### config.mk
export PLATFORM = sky130hd
export DESIGN_NAME = tc_mul_arbiter
export DESIGN_NICKNAME = d
export VERILOG_FILES = /design/src/rtl/tc_mul_arbiter.sv
export SDC_FILE = /design/constraint.sdc
export NUM_CORES = 1
export LEC_CHECK = 0
export ABC_AREA = 1
export CAP_MARGIN = 10
export CORE_MARGIN = 5
export CORE_UTILIZATION = 35
export CTS_CLUSTER_DIAMETER = 40
export DETAILED_ROUTE_END_ITERATION = 8
export PLACE_DENSITY_LB_ADDON = 0.1
export SYNTH_ARGS = -nofsm -noshare
export SYNTH_HDL_FRONTEND = slang
export SYNTH_SLANG_ARGS = --single-unit
export TNS_END_PERCENT = 10
### constraint.sdc
create_clock -name ap_clk -period 9 [get_ports ap_clk]
set_input_delay 0.9 -clock ap_clk [delete_from_list [all_inputs] [get_ports ap_clk]]
set_output_delay 0.9 -clock ap_clk [all_outputs]
set_load 0.005 [all_outputs]
### src/rtl/tc_mul_arbiter.sv
// Round-robin share of one 16u x 18s -> 31s multiplier among NREQ requesters; results tagged with requester id.
// Latency: LAT cycles from grant to res_valid, plus one cycle per stall cycle; one issue per cycle.
// Backpressure: res_valid && !res_ready freezes every stage and forces req_ready to zero.
// Option TC_MUL_ARB_STRICT_PRIO_EN: requester 0 gets strict priority, the rest round-robin.
module tc_mul_arbiter #(
    parameter int NREQ = 4,
    parameter int LAT  = 2,
    parameter int IDW  = $clog2(NREQ)
) (
    input  logic                 ap_clk,
    input  logic                 ap_rst,
    input  logic [NREQ-1:0]      req_valid,
    input  logic [16*NREQ-1:0]   req_a,
    input  logic [18*NREQ-1:0]   req_b,
    output logic [NREQ-1:0]      req_ready,
    output logic                 res_valid,
    output logic [IDW-1:0]       res_id,
    output logic [30:0]          res_p,
    input  logic                 res_ready,
    output logic                 idle
);

`ifdef TC_MUL_ARB_STRICT_PRIO_EN
    localparam int RR_LO = 1;
`else
    localparam int RR_LO = 0;
`endif
    localparam int RR_N = NREQ - RR_LO;
    localparam logic [IDW:0]   NREQ_W  = (IDW+1)'(NREQ);
    localparam logic [IDW:0]   RR_N_W  = (IDW+1)'(RR_N);
    localparam logic [IDW-1:0] RR_LO_P = IDW'(RR_LO);

    logic [LAT-1:0] stg_vld;
    logic [IDW-1:0] stg_id [LAT];
    logic [15:0]    stg_a  [LAT];
    logic [17:0]    stg_b  [LAT];

    logic [IDW-1:0] rr_ptr;
    logic           advance;
    logic           gnt_vld;
    logic [IDW-1:0] gnt_idx;
    logic [NREQ-1:0] gnt;
    logic [IDW:0]   scan;
    logic [IDW:0]   ptr_sum;
    logic [IDW-1:0] ptr_nxt;
    logic [15:0]    a_sel;
    logic [17:0]    b_sel;

    assign res_valid = stg_vld[LAT-1];
    assign advance   = !res_valid || res_ready;

    // Scan RR_N requesters starting at rr_ptr; the window wraps back to RR_LO.
    always_comb begin
        gnt_vld = 1'b0;
        gnt_idx = '0;
        gnt     = '0;
        scan    = '0;
        if (!ap_rst && advance) begin
`ifdef TC_MUL_ARB_STRICT_PRIO_EN
            if (req_valid[0]) begin
                gnt_vld = 1'b1;
                gnt_idx = '0;
            end
`endif
            for (int k = 0; k < RR_N; k++) begin
                scan = {1'b0, rr_ptr} + (IDW+1)'(k);
                if (scan >= NREQ_W)
                    scan = scan - RR_N_W;
                if (!gnt_vld && req_valid[scan[IDW-1:0]]) begin
                    gnt_vld = 1'b1;
                    gnt_idx = scan[IDW-1:0];
                end
            end
            if (gnt_vld)
                gnt[gnt_idx] = 1'b1;
        end
    end

    assign req_ready = gnt;

    always_comb begin
        ptr_sum = {1'b0, gnt_idx} + (IDW+1)'(1);
        ptr_nxt = (ptr_sum >= NREQ_W) ? RR_LO_P : ptr_sum[IDW-1:0];
    end

    always_comb begin
        a_sel = '0;
        b_sel = '0;
        for (int i = 0; i < NREQ; i++) begin
            if (gnt[i]) begin
                a_sel = req_a[16*i +: 16];
                b_sel = req_b[18*i +: 18];
            end
        end
    end

    always_ff @(posedge ap_clk) begin
        if (ap_rst) begin
            stg_vld <= '0;
            rr_ptr  <= RR_LO_P;
            for (int s = 0; s < LAT; s++) begin
                stg_id[s] <= '0;
                stg_a[s]  <= '0;
                stg_b[s]  <= '0;
            end
        end else if (advance) begin
            stg_vld[0] <= gnt_vld;
            stg_id[0]  <= gnt_idx;
            stg_a[0]   <= a_sel;
            stg_b[0]   <= b_sel;
            for (int s = 1; s < LAT; s++) begin
                stg_vld[s] <= stg_vld[s-1];
                stg_id[s]  <= stg_id[s-1];
                stg_a[s]   <= stg_a[s-1];
                stg_b[s]   <= stg_b[s-1];
            end
            if (gnt_vld) begin
`ifdef TC_MUL_ARB_STRICT_PRIO_EN
                // Priority grants to requester 0 leave the round-robin position untouched.
                if (gnt_idx != '0)
                    rr_ptr <= ptr_nxt;
`else
                rr_ptr <= ptr_nxt;
`endif
            end
        end
    end

    // Only the low 31 product bits are kept, so operands are extended to 31 bits and wrap naturally.
    logic signed [30:0] a_ext;
    logic signed [30:0] b_ext;
    assign a_ext = {15'b0, stg_a[LAT-1]};
    assign b_ext = {{13{stg_b[LAT-1][17]}}, stg_b[LAT-1]};

    assign res_id = stg_id[LAT-1];
    assign res_p  = a_ext * b_ext;
    assign idle   = (stg_vld == '0) && (req_valid == '0);

endmodule

Yosys cells after proc, flatten, opt, wreduce, memory -nomap -nowiden
Memories as Yosys holds them, arrays and structs flattened.
Cells that the tools add are included.
- register bits after elaboration: 4
- memory bits (writable): 72
- bits of input ports: 143
- output and inout bits: 39
- word-level logic and storage cells: 101
- memories: 3
- memories (memory ; words ; bits a word ; rd ports ; clocked after Yosys merged registers in ; wr ports ; RTL line ; text):
    stg_b ; 2 ; 18 ; 2 ; 0 ; 2 ; 36 ; logic [17:0] stg_b [LAT];
    stg_a ; 2 ; 16 ; 2 ; 0 ; 2 ; 35 ; logic [15:0] stg_a [LAT];
    stg_id ; 2 ; 2 ; 2 ; 0 ; 2 ; 34 ; logic [IDW-1:0] stg_id [LAT];
- add/sub/neg operators: 8
- multiply operators: 1
- $lt $le $gt $ge: 11
- multiplexer cells: 55
- bitwise gates (word level): 6
- reduce and logical (&&, ||, !) cells: 15
- operators with widths (operator ; count):
    2-to-1 mux 18 bit ; 6
    2-to-1 mux 16 bit ; 6
    2-to-1 mux 2 bit ; 17
    multiplier 17 x 18 -> 31 bit ; 1
    2-to-1 mux 1 bit ; 19
    less-than comparator 2 x 3 -> 1 bit, second input constant ; 5
    greater-or-equal comparator 3 bit, second input constant ; 4
    binary-select mux 1 bit (select 2 bit) ; 4
    2-to-1 mux 4 bit ; 2
    subtractor 2 x 1 -> 2 bit, second input constant ; 4
    adder 2 x 1 -> 3 bit, second input constant ; 2
    adder 2 x 2 -> 3 bit, second input constant ; 2
    logical AND 1 bit ; 6
    OR 1 bit ; 6
    zero test 1 bit ; 5
    zero test 4 bit ; 1
    greater-or-equal comparator 2 x 3 -> 1 bit, second input constant ; 1
    demux 1 bit (select 2 bit) ; 1
    greater-or-equal comparator 2 x 1 -> 1 bit, second input constant ; 1
    zero test 2 bit ; 1
    AND reduction 2 bit ; 1
    logical OR 1 bit ; 1

Logic depth before layout (Yosys ltp)
Gate-level depths: netlist of run 1.
- depth in word-level cells: 31
- gate-level depth with buffers: 28
- gate-level depth less buffers: 26

Least setup slack after synthesis of run 1
OpenSTA, ideal clock, no wires.
- path type: register to output
- start: memory stg_a[1][8] (netlist: stg_a[0][24])
- end: output port res_p[20]
- data arrival time: 5.548 ns
- data required time: 8.100 ns
- setup slack: 2.552 ns
- stages on the path, launching flop included: 25
- buffers on the path: 2
- cells stage by stage: edfxtp_1 clkbuf_1 clkbuf_1 nand2_1 fa_1 inv_1 fa_1 inv_1 fa_1 inv_1 fa_1 fa_1 inv_1 fa_1 inv_1 ha_1 nand2_1 nor2_1 nor3b_1 a21oi_1 o21ai_0 nand2_1 nand2_1 nand2_1 nand2_1
- RTL lines (element ; RTL line ; text):
    start, declared ; 35 ;
    end, declared ; 18 ; output logic [30:0] res_p,

==> impl_metrics.yaml, run 1 <==
placement:
  dp_hpwl_um: 35200
  place_ws_ns: 1.11
  place_area_um2: 17500
  portBuffers: 181
  gp_congestion: 0.833
  dp_cells: 2655
synthesis:
  synth_most_common_cell: "inv_1"
  yosys_warnings: 0
  yosysSeqAreaShare_pct: 14.6
  synth_ff_type: "edfxtp_1"
  yosys.area.top_type: "fa_1"
  synth-edff-count: 72
  synthArstFlopShare_pct: 0
  synth_cells: 1984
  synth_cell_type_count: 43
  ys_top_cells_by_count: "inv_1, nand2_1, fa_1"
  ys_seq_elements: 76
  syn_area_per_cell_um2: 7.75
  synthTopCellsByArea: "fa_1, inv_1, edfxtp_1"
  syn_nets: 2471
  syn_area_um2: 15400
  yosys.area.top_type_share_pct: 34.4
global_routing:
  grt_usage_pct: 18.2
  grt_pass1_wl_um: 69300
  grt_max_degree: 75
  antenna_found_initial: 0
  grt_pass1_vias: 13000
  gr-total-overflow: 0
power_and_ir_drop:
  pwr_density_cell_nw_per_um2: 190
  p_leak_nw: 9.76
  peakVddDrop_mv: 0.143
critical_path:
  worst-setup-path-type: "flip-flop to primary output"
  crit_path_start_kind: "flip-flop"
  r2r_slack_ns: 5.57
  rr_endpoint: "stg_a[0][4]"
  cp_data_required_time_ns: 8.10
  r2r-start: "rr_ptr[0]"
  arrival_ns: 7.28
  cp_max_fo: 18
  cp-end-kind: "primary output"
  r2r.worst_path.cells: 13
min_path:
  holdCritStartpoint: "stg_vld[0]"
  hold_path_depth: 2
  worstHoldEndpoint: "stg_vld[0]"
  hold_class: "flip-flop to flip-flop"
sta:
  rsz0062_at_grt: "false"
  finalSetupViolCount: 0
  finalMaxSlewViolations: 0
  max_freq_ghz: 0.122
  layout_setup_ws_ns: 0.817
  post-route-min-period_ns: 8.18
  slew_headroom_pct: 36.3
  holdWs_ns: 0.509
  hold_viol_final: 0
  tns_ns: 0
  post-route-period-util_pct: 90.9
  worst_slew_pin_slew_ns: 0.955
  finalClockSkew_ns: 0.00894
route:
  first_pass_iters: 6
  routedWlPerCell_um: 15.7
  drc: 0
  viasPerCell: 4.50
  wl_um: 42000
  num_vias: 12000
  ant_nets: 0
  drt_iter0_markers: 629
cts:
  clk_pin_slew_ns: 0.06
  clock_latency_ns: 0.34
  cts_buffers: 9
  cts.path.max_buffers: 2
  cts_tree: "yes"
  cts_resized: 0
  clock_sinks: 76
  postCtsHoldBufs: 0
  cts_root_buffer: "clkbuf_16"
  cts.htree.levels: 3
  post-cts-setup-buffers: 0
finish:
  antenna_cells: 0
  drive_gt1_share_pct: 4.17
  final_cells: 2671
  num-nets-final: 2568
  final_area_um2: 17800
  area_growth_pct: 15.6
  n_fill_cell: 4477
run:
  max_cap_violations: 0
floorplanning:
  core-area_um2: 43300
  dieArea_um2: 48200
  start_util_pct: 35.5
  row_count: 76
  dieHeight_um: 220
  pin_count: 182
  die_w_um: 220
status:
  status: "finished clean"
## state kept, by name (all words and copies together) (netlist names)
signal,cells
stg_a,32
stg_id,4
stg_b,36
rr_ptr,2
stg_vld,2
## power breakdown
group / switching, mW / total (mW) / internal, mW
logic: 1.36 / 2.27 / 0.905
clock network: 0.152 / 0.372 / 0.220
registers: 0.211 / 0.743 / 0.532
total: 1.73 / 3.38 / 1.66
## per-stage QoR
step                power (mW)  utilization, %
floorplan                 2.28               -
global placement          3.04            40.4
detailed placement        3.06            40.4
CTS                       3.44            41.1
global route              3.77            41.1
finish                    3.38            41.1
## worst max path at each step
stage                            start   endpoint  depth (start not counted)
after floorplan           stg_a[0][24]  res_p[20]                         24
after global placement    stg_a[0][18]  res_p[26]                         17
after detailed placement  stg_a[0][18]  res_p[26]                         17
after CTS                 stg_a[0][18]  res_p[26]                         17
after global routing      stg_a[0][25]  res_p[20]                         23
final                     stg_a[0][25]  res_p[20]                         23
## area by class of cell
type | instances | area, µm² | share of cell area (%)
clock buffers | 9 | 225 | 1.27
clock inverters | 7 | 81.3 | 0.457
inverters | 594 | 2230 | 12.6
multi-input cells | 1214 | 10400 | 58.6
flip-flops and latches | 76 | 2240 | 12.6
well taps | 585 | 732 | 4.12
repair buffers | 186 | 1850 | 10.4
## worst max-delay path: stages, from the launching register on
cell	delay, ns
edfxtp_1	0.96
nand2_1	0.17
fa_1	0.54
inv_1	0.05
fa_1	0.50
inv_1	0.06
fa_1	0.54
inv_1	0.05
fa_1	0.44
fa_1	0.49
inv_1	0.05
fa_1	0.47
inv_1	0.04
ha_1	0.38
nand2_1	0.12
nor2_1	0.16
nor3b_1	0.49
a21oi_1	0.19
o21ai_0	0.41
nand2_1	0.14
nand2_1	0.09
nand2_1	0.05
nand2_1	0.05
clkdlybuf4s50_1	0.50
## kinds of logic after synthesis
group | share of synthesized area (%)
compound gates | 2.39
xor+xnor | 1.94
fa+ha+maj | 40.9
buf+inv | 17.7
flops | 14.6
simple gates | 22.5
## layout by cell type (no fill, tap or decap), types with 2 or more instances in the layout
cell             synthesis  layout
nand2_4                  2       3
xor2_1                  22      22
o21bai_1                 3       3
edfxtp_1                72      72
a21oi_1                 30      30
nand3_2                 20      20
nand3_1                113     113
buf_4                    9       5
ha_1                    80      80
or2_2                    2       2
inv_6                    1       4
nand2_2                  4       4
o21ai_0                 18      18
nand2_1                475     474
a31oi_1                  3       3
dfxtp_1                  4       4
inv_1                  592     592
nor2_2                   2       2
clkdlybuf4s50_1          0     181
nor2_4                   2       2
fa_1                   264     264
nor3_2                  28      28
a21o_1                   4       4
nand4_1                  4       4
xnor2_1                 12      12
nor2_1                 100     100
nor3_1                  14      14
clkbuf_16                0       9
## per-layer routing
layer  GRT usage, %  vias to the layer above  share of wire (%)
li1               -                     5890                  -
met1           23.1                     5864                 43
met2           33.4                      229                 52
met3           2.17                       32                3.8
met4           3.56                        0                1.6
met5              0                        -                  0
(Power assumes the default switching activity.)
==> run 2, diff against run 1 <==
ABC_AREA = unset   (was 1)
==> impl_metrics.yaml, run 2 <==
cts:
  clock_latency_ns: 0.33
  cts.path.max_buffers: 2
  clk_pin_slew_ns: 0.06
  post-cts-setup-buffers: 0
  postCtsHoldBufs: 0
  clock_sinks: 76
  cts_buffers: 9
  cts.htree.levels: 3
  cts_root_buffer: "clkbuf_16"
  cts_tree: "yes"
  cts_resized: 0
finish:
  largest_reg_flops: 36
  num-nets-final: 2079
  area_growth_pct: 18.6
  layout.area.seq_um2: 2240
  post-route-util_pct: 42.2
  top_register: "stg_b"
  drive_gt1_share_pct: 3.07
  antenna_cells: 0
  layout_common_cells: "inv_1, fa_1, clkdlybuf4s50_1, nand2_1, and2_1"
  multi_input_area_um2: 9970
  final_cells: 2115
  n_fill_cell: 3781
  largestRegisters: "stg_b x36, stg_a x32, stg_id x4"
  final_common_cell: "inv_1"
power_and_ir_drop:
  p_sw_share_pct: 42.7
  seq_power_share_pct: 21.1
  pwr_density_cell_nw_per_um2: 170
  p_leak_nw: 7.64
  p_int_mw: 1.60
  power_switching_mw: 1.19
  pwr-share-clk_pct: 12.8
  peakVddDrop_mv: 0.118
  p_comb_share_pct: 66.1
synthesis:
  syn_nets: 1948
  syn_area_per_cell_um2: 9.46
  synth_most_common_cell: "inv_1"
  synth_ff_type: "edfxtp_1"
  synth-edff-count: 72
  synth_cells: 1461
  ys_seq_elements: 76
  yosys_warnings: 0
  yosys.area.top_type: "fa_1"
  yosys.area.top_type_share_pct: 38.3
  synth_cell_type_count: 60
  ys_top_cells_by_count: "inv_1, fa_1, nand2_1"
  syn_area_um2: 13800
  synthArstFlopShare_pct: 0
  synthTopCellsByArea: "fa_1, edfxtp_1, inv_1"
  yosysSeqAreaShare_pct: 16.2
critical_path:
  cp_common_cell: "fa_1"
  crit_chain: "and2_1 > inv_1 > fa_1 > inv_1 > fa_1 > fa_1 > fa_1 > fa_1 > inv_1 > fa_1 > inv_1 > ha_1 > nand4_1 > o221ai_1 > a21oi_1 > nor2b_1 > a2111oi_2 > o21ai_1 > xnor2_1 > clkdlybuf4s50_1"
  r2r-start: "rr_ptr[0]"
  crit_slowest_cell: "edfxtp_1"
  slowest_delay_ns: 0.81
  rr_endpoint: "stg_a[0][4]"
  r2r.worst_path.cells: 8
  crit_path_start_kind: "flip-flop"
  cp_top_family: "adder cells"
  arrival_ns: 7.30
  cp_max_fo: 18
  r2r_slack_ns: 6.29
  cp_data_required_time_ns: 8.10
  cp-end-kind: "primary output"
  worst-setup-path-type: "flip-flop to primary output"
  crit_buf_inv: 5
min_path:
  holdCritStartpoint: "stg_vld[0]"
  worstHoldEndpoint: "stg_vld[1]"
  hold_path_depth: 2
  hold_class: "flip-flop to flip-flop"
placement:
  gp_congestion: 0.806
  dp_hpwl_um: 29200
  dp_cells: 2099
  portBuffers: 181
floorplanning:
  pin_count: 182
  dieArea_um2: 43600
  dieHeight_um: 209
  die_w_um: 209
  start_util_pct: 35.6
  core-area_um2: 38800
  row_count: 72
route:
  drc: 0
  num_vias: 10000
  wl_um: 35400
  first_pass_iters: 4
  drt_iter0_markers: 463
  routedWlPerCell_um: 16.7
  ant_nets: 0
  viasPerCell: 4.74
sta:
  worst_slew_pin_slew_ns: 0.908
  tns_ns: 0
  finalSetupViolCount: 0
  post-route-min-period_ns: 8.20
  finalMaxSlewViolations: 0
  rsz0062_at_grt: "false"
  holdWs_ns: 0.513
  max_freq_ghz: 0.122
  hold_viol_final: 0
  finalClockSkew_ns: 0.00898
  post-route-period-util_pct: 91.1
  slew_headroom_pct: 39.5
global_routing:
  gr-total-overflow: 0
  grt_pass1_wl_um: 59600
  grt_usage_pct: 16.8
  antenna_found_initial: 0
  grt_max_degree: 73
  grt_pass1_vias: 11200
status:
  status: "finished clean"
run:
  max_cap_violations: 0
==> run 2: changes by cell type in the layout (fill, tap and decap cells not counted), moves of 28 or more <==
cell / before / now
a221oi_1: 0 / 34
a22oi_1: 0 / 34
and2_1: 0 / 165
inv_1: 592 / 353
nand2_1: 474 / 166
nand3_1: 113 / 4
nor2_1: 100 / 23
nor3_2: 28 / 0
==> run 2: worst max-delay path by stage <==
stage          cells past startpoint         to  slack [ns]          from
4_1_cts                           20  res_p[30]        0.71  stg_a[0][18]
5_1_grt                           20  res_p[30]        0.29  stg_a[0][18]
2_1_floorplan                     20  res_p[30]        2.48  stg_a[0][19]
3_3_place_gp                      20  res_p[30]        1.07  stg_a[0][18]
3_5_place_dp                      20  res_p[30]        1.11  stg_a[0][18]
6_report                          20  res_p[30]        0.80  stg_a[0][18]
==> run 2: final cells by class <==
| type | instances | area share (%) |
|---|---|---|
| Timing Repair Buffer | 192 | 11.6 |
| Multi-Input combinational cell | 960 | 60.9 |
| Clock buffer | 9 | 1.37 |
| Tap cell | 518 | 3.96 |
| Clock inverter | 7 | 0.458 |
| Inverter | 353 | 8.09 |
| Sequential cell | 76 | 13.7 |
==> run 2: worst reg2reg max path, stage by stage, from the launching register on <==
cell     delay, ns
dfxtp_1       0.39
nor2b_1       0.08
a21oi_1       0.13
nor2_1        0.08
a211o_1       0.35
nor2_4        0.57
buf_4         0.50
a22oi_1       0.16
a21oi_1       0.26
==> run 2: metrics by stage <==
| stage | worst slack (ns) | cell area [µm²] | power, mW |
|---|---|---|---|
| 2_1_floorplan | 2.48 | 13800 | 1.71 |
| 3_3_place_gp | 1.07 | 16100 | 2.46 |
| 3_5_place_dp | 1.11 | 16100 | 2.47 |
| 4_1_cts | 0.713 | 16400 | 2.85 |
| 5_1_grt | 0.287 | 16400 | 3.11 |
| 6_report | 0.797 | 16400 | 2.79 |
==> run 2: power by group through the flow <==
stage	clock network (mW)	logic, mW	registers, mW
finish	0.358	1.84	0.586
detailed placement	0	1.88	0.596
CTS	0.368	1.89	0.589
global route	0.385	2.12	0.600
global placement	0	1.87	0.592
floorplan	0	1.23	0.487
==> run 2: metal layers <==
layer	up-vias	share of wire, %	global-route usage (%)
li1	4746	-	-
met1	5066	45	22.5
met2	186	50	30.0
met3	22	3.5	2.16
met4	0	1.1	2.43
met5	-	0	0
==> run 2: cells by family (layout without fill, tap and decap cells) <==
kind of cell	count (synthesis)	after routing	share of synthesized area, %
fa+ha+maj	344	344	45.5
simple gates	400	400	14.8
compound gates	175	175	9.16
xor+xnor	40	40	2.54
flops	76	76	16.2
mux	1	1	0.0815
buf+inv	425	561	11.7
